`src/rtl/umi_tx_ser_pkg.sv`:
```
// umi_tx_ser_pkg: shared link beat-flag encoding, FSM states and beat-count helper
package umi_tx_ser_pkg;
  localparam int FLAG_FIRST = 0;
  localparam int FLAG_LAST  = 1;
  localparam int FLAG_BURST = 2;
  localparam int FLAG_W     = 3;
  typedef enum logic {IDLE, SEND} state_e;
  function automatic int beats(input int uw, input int lw);
    return uw / lw;
  endfunction
endpackage

```
`src/rtl/umi_tx_ser_if.sv`:
```
// umi_tx_ser_if: packer-side and link-side handshake bundle of the serializer
interface umi_tx_ser_if #(parameter int UW = 256, parameter int LW = 64);
  logic          umi_in_valid;
  logic          umi_in_ready;
  logic [UW-1:0] umi_in_packet;
  logic          umi_in_burst;
  logic          phy_out_valid;
  logic          phy_out_ready;
  logic [LW-1:0] phy_out_data;
  logic          phy_out_first;
  logic          phy_out_last;
  logic          phy_out_burst;
  logic          busy;
  modport master(output umi_in_valid, umi_in_packet, umi_in_burst, phy_out_ready,
                 input umi_in_ready, phy_out_valid, phy_out_data, phy_out_first,
                 phy_out_last, phy_out_burst, busy);
  modport slave(input umi_in_valid, umi_in_packet, umi_in_burst, phy_out_ready,
                output umi_in_ready, phy_out_valid, phy_out_data, phy_out_first,
                phy_out_last, phy_out_burst, busy);
endinterface

```
`src/rtl/umi_tx_ser.sv`:
```
// umi_tx_ser: streams one UW-bit packet as UW/LW link beats, LSB beat first, no bubbles between packets
module umi_tx_ser
  import umi_tx_ser_pkg::*;
#(
  parameter int UW = 256,
  parameter int LW = 64
) (
  input logic         clk,
  input logic         reset,
  umi_tx_ser_if.slave u
);
  localparam int NB = beats(UW, LW);
  localparam int CW = $clog2(NB);
  state_e          state;
  logic [CW-1:0]   beat_cnt;
  logic [UW-1:0]   hold;
  logic            burst;
  logic            last_beat;
  logic [FLAG_W-1:0] flags;
  assign last_beat = beat_cnt == CW'(NB - 1);
  // Sideband flags in link encoding, all gated by SEND
  always_comb begin
    flags = '0;
    flags[FLAG_FIRST] = state == SEND && beat_cnt == '0;
    flags[FLAG_LAST]  = state == SEND && last_beat;
    flags[FLAG_BURST] = state == SEND && burst;
  end
  assign u.umi_in_ready  = state == IDLE || (state == SEND && last_beat && u.phy_out_ready);
  assign u.phy_out_valid = state == SEND;
  assign u.phy_out_data  = hold[LW-1:0];
  assign u.phy_out_first = flags[FLAG_FIRST];
  assign u.phy_out_last  = flags[FLAG_LAST];
  assign u.phy_out_burst = flags[FLAG_BURST];
  assign u.busy          = state == SEND;
  // Load on input handshake (also on the last beat, for zero-bubble chaining), else shift out accepted beats
  always_ff @(posedge clk or posedge reset) begin
    if (reset) begin
      state    <= IDLE;
      beat_cnt <= '0;
      hold     <= '0;
      burst    <= 1'b0;
    end else if (u.umi_in_valid && u.umi_in_ready) begin
      state    <= SEND;
      beat_cnt <= '0;
      hold     <= u.umi_in_packet;
      burst    <= u.umi_in_burst;
    end else if (state == SEND && u.phy_out_ready) begin
      state    <= last_beat ? IDLE : SEND;
      beat_cnt <= last_beat ? '0 : beat_cnt + 1'b1;
      hold     <= hold >> LW;
    end
  end
endmodule

```
`src/flat_wrapper.sv`:
```
// flat-port wrapper written by rule: the top's interface ports become plain ports
module umi_tx_ser_flat import umi_tx_ser_pkg::*;
#(
  parameter int UW = 256,
  parameter int LW = 64
)
  (clk, reset, u_umi_in_valid, u_umi_in_packet, u_umi_in_burst, u_phy_out_ready, u_umi_in_ready, u_phy_out_valid, u_phy_out_data, u_phy_out_first, u_phy_out_last, u_phy_out_burst, u_busy);
  umi_tx_ser_if #(.UW(UW), .LW(LW)) u_i ();
  input logic clk;
  input logic reset;
  input wire logic [$bits(u_i.umi_in_valid)-1:0] u_umi_in_valid;
  input wire logic [$bits(u_i.umi_in_packet)-1:0] u_umi_in_packet;
  input wire logic [$bits(u_i.umi_in_burst)-1:0] u_umi_in_burst;
  input wire logic [$bits(u_i.phy_out_ready)-1:0] u_phy_out_ready;
  output wire logic [$bits(u_i.umi_in_ready)-1:0] u_umi_in_ready;
  output wire logic [$bits(u_i.phy_out_valid)-1:0] u_phy_out_valid;
  output wire logic [$bits(u_i.phy_out_data)-1:0] u_phy_out_data;
  output wire logic [$bits(u_i.phy_out_first)-1:0] u_phy_out_first;
  output wire logic [$bits(u_i.phy_out_last)-1:0] u_phy_out_last;
  output wire logic [$bits(u_i.phy_out_burst)-1:0] u_phy_out_burst;
  output wire logic [$bits(u_i.busy)-1:0] u_busy;
  assign u_i.umi_in_valid = u_umi_in_valid;
  assign u_i.umi_in_packet = u_umi_in_packet;
  assign u_i.umi_in_burst = u_umi_in_burst;
  assign u_i.phy_out_ready = u_phy_out_ready;
  assign u_umi_in_ready = u_i.umi_in_ready;
  assign u_phy_out_valid = u_i.phy_out_valid;
  assign u_phy_out_data = u_i.phy_out_data;
  assign u_phy_out_first = u_i.phy_out_first;
  assign u_phy_out_last = u_i.phy_out_last;
  assign u_phy_out_burst = u_i.phy_out_burst;
  assign u_busy = u_i.busy;
  umi_tx_ser #(.UW(UW), .LW(LW)) u_core (.clk(clk), .reset(reset), .u(u_i));
endmodule
```
`config.mk`:
```
export PLATFORM = sky130hd
export DESIGN_NAME = umi_tx_ser_flat
export DESIGN_NICKNAME = d
export VERILOG_FILES = /design/src/rtl/umi_tx_ser_pkg.sv /design/src/rtl/umi_tx_ser_if.sv /design/src/rtl/umi_tx_ser.sv /design/src/flat_wrapper.sv
export SDC_FILE = /design/constraint.sdc
export NUM_CORES = 1
export LEC_CHECK = 0
export CORE_ASPECT_RATIO = 0.5
export CORE_MARGIN = 1.5
export CORE_UTILIZATION = 53
export CTS_BUF_LIST = sky130_fd_sc_hd__clkbuf_2 sky130_fd_sc_hd__clkbuf_4 sky130_fd_sc_hd__clkbuf_8
export DETAILED_ROUTE_END_ITERATION = 7
export PLACE_DENSITY = 0.89
export SLEW_MARGIN = 10
export SYNTH_ARGS = -nofsm -noshare
export SYNTH_HDL_FRONTEND = slang
export SYNTH_SLANG_ARGS = --single-unit
```
`constraint.sdc`:
```
create_clock -name clk -period 9.7 [get_ports clk]
set_input_delay 1.455 -clock clk [delete_from_list [all_inputs] [get_ports clk]]
set_output_delay 1.455 -clock clk [all_outputs]
set_load 0.02 [all_outputs]
```
* After elaboration in Yosys (flattened, before gate mapping)
Cells that the tools add are included.
Operators by class: add/sub/neg operators 1, eq/ne operators 1, multiplexer cells 8, bitwise gates (word level) 1, reduce and logical (&&, ||, !) cells 9
Operators by type and width (count):
- $mux W256 | 2
- $logic_and A1 B1 Y1 | 6
- $mux W2 | 3
- $mux W1 | 3
- $add A2 B1 Y2 const B | 1
- $eq A2 B2 Y1 const B | 1
- $logic_not A2 Y1 | 1
- $reduce_bool A2 Y1 | 1
- $logic_or A1 B1 Y1 | 1
- $not A1 Y1 | 1
Word-level totals: bits in registers 260, input bits 261, output and inout bits 70, word-level logic and storage cells 24

* Logic depth before layout (Yosys ltp)
word-level depth 6, gate-level depth with buffers 6, depth with buffers taken out 4

* Worst setup path before layout
No wires, ideal clock.
path type input-to-output, start in u_phy_out_ready, end out u_umi_in_ready, data arrival time 1.843 ns, data required time 8.245 ns, setup slack 6.402 ns, stages on the path 3, path buffers 1, cell sequence buf_2 nand2_1 nand2_1
Between the ends: longest elaborated chain between the ends 2
Ends and longest elaborated chain:
- start: declaration | RTL line flat_wrapper.sv:14 | input wire logic [$bits(u_i.phy_out_ready)-1:0] u_phy_out_ready;
- $logic_and A1 B1 Y1 | RTL line umi_tx_ser.sv:28 | assign u.umi_in_ready = state == IDLE || (state == SEND && last_beat && u.phy_out_ready);
- $logic_or A1 B1 Y1 | RTL line umi_tx_ser.sv:28
- end: declaration | RTL line flat_wrapper.sv:15 | output wire logic [$bits(u_i.umi_in_ready)-1:0] u_umi_in_ready;
No other way between the ends.

* Worst setup path after layout
Same ends and word-level chain as after synthesis.

==> run metrics <==
DRC viols=0; hold_buf cts=0; initial antenna violation count=5; highest clock rate=0.210 GHz; Synth Register Bits=260; Layout area overhead=24.8%; Tot GR Track Use=29.9%; sequential share of the synthesized area=45.0%; Cell Count, Final, Fillers Out=1947; Worst Hold End=u_core.hold[237]; reg-to-reg endpoint=u_core.hold[56]; Reg area=6510 um2; Die Area=28400 um2; layout cells sized above 1=12.1%; hpwl dp=26.7 mm; Final Slew Violations=0; worst IR drop on VDD=119 uV; Worst-path clk slew=0.06 ns; Reg2Reg Depth=5; yosys synthesis warning count=0; worst slew pin tran=1.20 ns; mapped cell area=14500 um2; Syn Nets=1641; largest net degree at the start of global routing=105; Max FO, Critical Path=75; grt ovf=0; CP Data Arrival Time=3.31 ns; Worst EP required=8.25 ns; Core Area=26600 um2; Slew HR=19.8%; Fillers=2002; wire per inst=22.2 um; clk root buf=clkbuf_8; Clock Latency Late Sink=0.56 ns; Setup Crit Path Kind=in2out; global placer's final weighted congestion=0.853; minimum clock period=4.76 ns; vias per cell=6.40; CTS max path bufs=3; Core Rows=42; first-pass GRT wire length=68.0 mm; CTS Buf Count=40; r2r setup slk=6.10 ns; CTS tree=done; DP Cell Count=1875; Clock Skew=0.0358 ns; Distinct cells, synth=22; Starting DRT DRC Count=1313; Final setup viols=0; crit end category=primary output; pwr/cell area=258 nW/um2; RSZ-0062 raised after global routing=no; via count=12461; cells after synthesis=1378; Leak=8.35 nW; Worst Hold Path Cells=1; setup TNS=0 ns; fin nets=1828; Initial Util=54.3%; port bufs=330; crit share post-route=49.1%; Mean Syn Cell Area=10.5 um2; Die W=237 um; clock sinks=260; multi-input logic area=6870 um2; worst hold-check path type=reg2reg; CP startpoint kind=input port; IO Count=331; Post-synth EDFFs=0; Final Hold Viols=0; total of max-cap violations=0; Hold Startpoint=u_core.hold[237]; ys async rst share=100%; Post-synth top flop=dfrtp_1; status=finished clean; CTS-repair resized insts=0; DR pass1 iterations=5; Post-CTS Setup Bufs=0; Worst R2R Start=u_core.u.busy; die height=120 um; H-tree depth=2; routed wire length=43.2 mm; vias in the first global route=12766; final antenna-violating net count=0
-- Yosys cell counts, types with 3 or more instances --
library cell / instances / area share, %
inv_1: 3 / 0.078
o22ai_1: 193 / 8.3
a21oi_1: 155 / 5.4
o32ai_1: 37 / 2.2
mux2_2: 103 / 8.0
a22o_1: 64 / 3.9
nand2_1: 6 / 0.16
nor2_1: 37 / 0.96
and2_1: 4 / 0.17
buf_2: 77 / 2.7
mux2i_1: 156 / 11
clkbuf_1: 32 / 0.83
buf_1: 9 / 0.23
nand2b_1: 156 / 6.7
dfrtp_1: 260 / 45
buf_4: 78 / 4.0
-- per-layer routing --
metal / GRT usage, % / up-vias / part of all wire, %
li1: - / 5457 / -
met1: 38.0 / 6217 / 40
met2: 48.5 / 603 / 48
met3: 5.13 / 184 / 6.3
met4: 17.9 / 0 / 5.6
met5: 0 / - / 0
-- state kept, by name (all words and copies together) (netlist names) --
register         flops
u_core.beat_cnt      2
u_core.hold        256
u_core.burst         1
u_core.u.busy        1
-- per-stage QoR --
step	util, %	hold WS, ns	instance area, um2	total power [W]	worst slack [ns]
3_5_place_dp	64.7	0.482	17200	0.00369	4.86
4_1_cts	67.7	0.499	18000	0.00467	4.99
2_1_floorplan	-	0.464	14500	0.00317	1.09
3_3_place_gp	64.7	0.478	17200	0.00357	4.95
5_1_grt	67.8	0.506	18100	0.00491	4.91
6_report	67.8	0.492	18100	0.00466	4.94
-- logic make-up (layout without fill, tap and decap cells) --
| kind of cell | Yosys count | after routing | synth area share [%] |
|---|---|---|---|
| AO/OA/AOI/OAI | 451 | 451 | 19.9 |
| flip-flops | 260 | 260 | 45.0 |
| multiplexers | 259 | 259 | 18.8 |
| AND/OR/NAND/NOR | 206 | 206 | 8.21 |
| buffers and inverters | 200 | 411 | 7.93 |
| adder cells (fa/ha/maj) | 2 | 2 | 0.173 |
| other | 0 | 6 | 0 |
-- placed cells by master, fill, tap and decap left out, types with 2 or more instances in the layout --
cell,instances
a21oi_1,155
a22o_1,64
and2_1,3
buf_4,14
clkbuf_4,13
clkbuf_8,52
clkdlybuf4s50_1,328
dfrtp_1,259
diode_2,6
ha_1,2
inv_1,2
mux2_2,102
mux2i_1,155
nand2_1,5
nand2b_1,154
nand2b_4,2
nor2_1,37
o22ai_1,193
o32ai_1,37
or2b_1,2
-- worst max-delay path: stages --
cell	delay, ns
buf_4	0.69
nand2_1	0.30
nand2_1	0.22
clkdlybuf4s50_1	0.63
-- how the worst max path moves through the flow --
stage                          startpoint                  to  slack [ns]  cells past startpoint
after global placement    u_phy_out_ready     u_core.hold[99]        4.95                      6
after detailed placement  u_phy_out_ready     u_core.hold[99]        4.86                      6
after CTS                 u_phy_out_ready      u_umi_in_ready        4.99                      4
after global routing      u_phy_out_ready      u_umi_in_ready        4.91                      4
final                     u_phy_out_ready      u_umi_in_ready        4.94                      4
after floorplan                     reset  u_core.beat_cnt[0]        1.09                      1
-- power by group --
part / leakage (nW) / switching [W] / total (W) / internal [W]
Clock: 0.438 / 0.000441 / 0.000966 / 0.000525
Sequential: 3.13 / 0.000301 / 0.00178 / 0.00148
Combinational: 4.78 / 0.000931 / 0.00191 / 0.000980
Total: 8.35 / 0.00167 / 0.00466 / 0.00299
-- layout make-up --
| class | count | area share, % |
|---|---|---|
| Clock buffer | 65 | 4.50 |
| Timing Repair Buffer | 342 | 18.8 |
| Multi-Input combinational cell | 918 | 38.0 |
| Antenna cell | 6 | 0.0831 |
| Clock inverter | 1 | 0.0277 |
| Sequential cell | 260 | 36.0 |
| Tap cell | 352 | 2.44 |
| Inverter | 3 | 0.104 |
(Power assumes the default switching activity.)
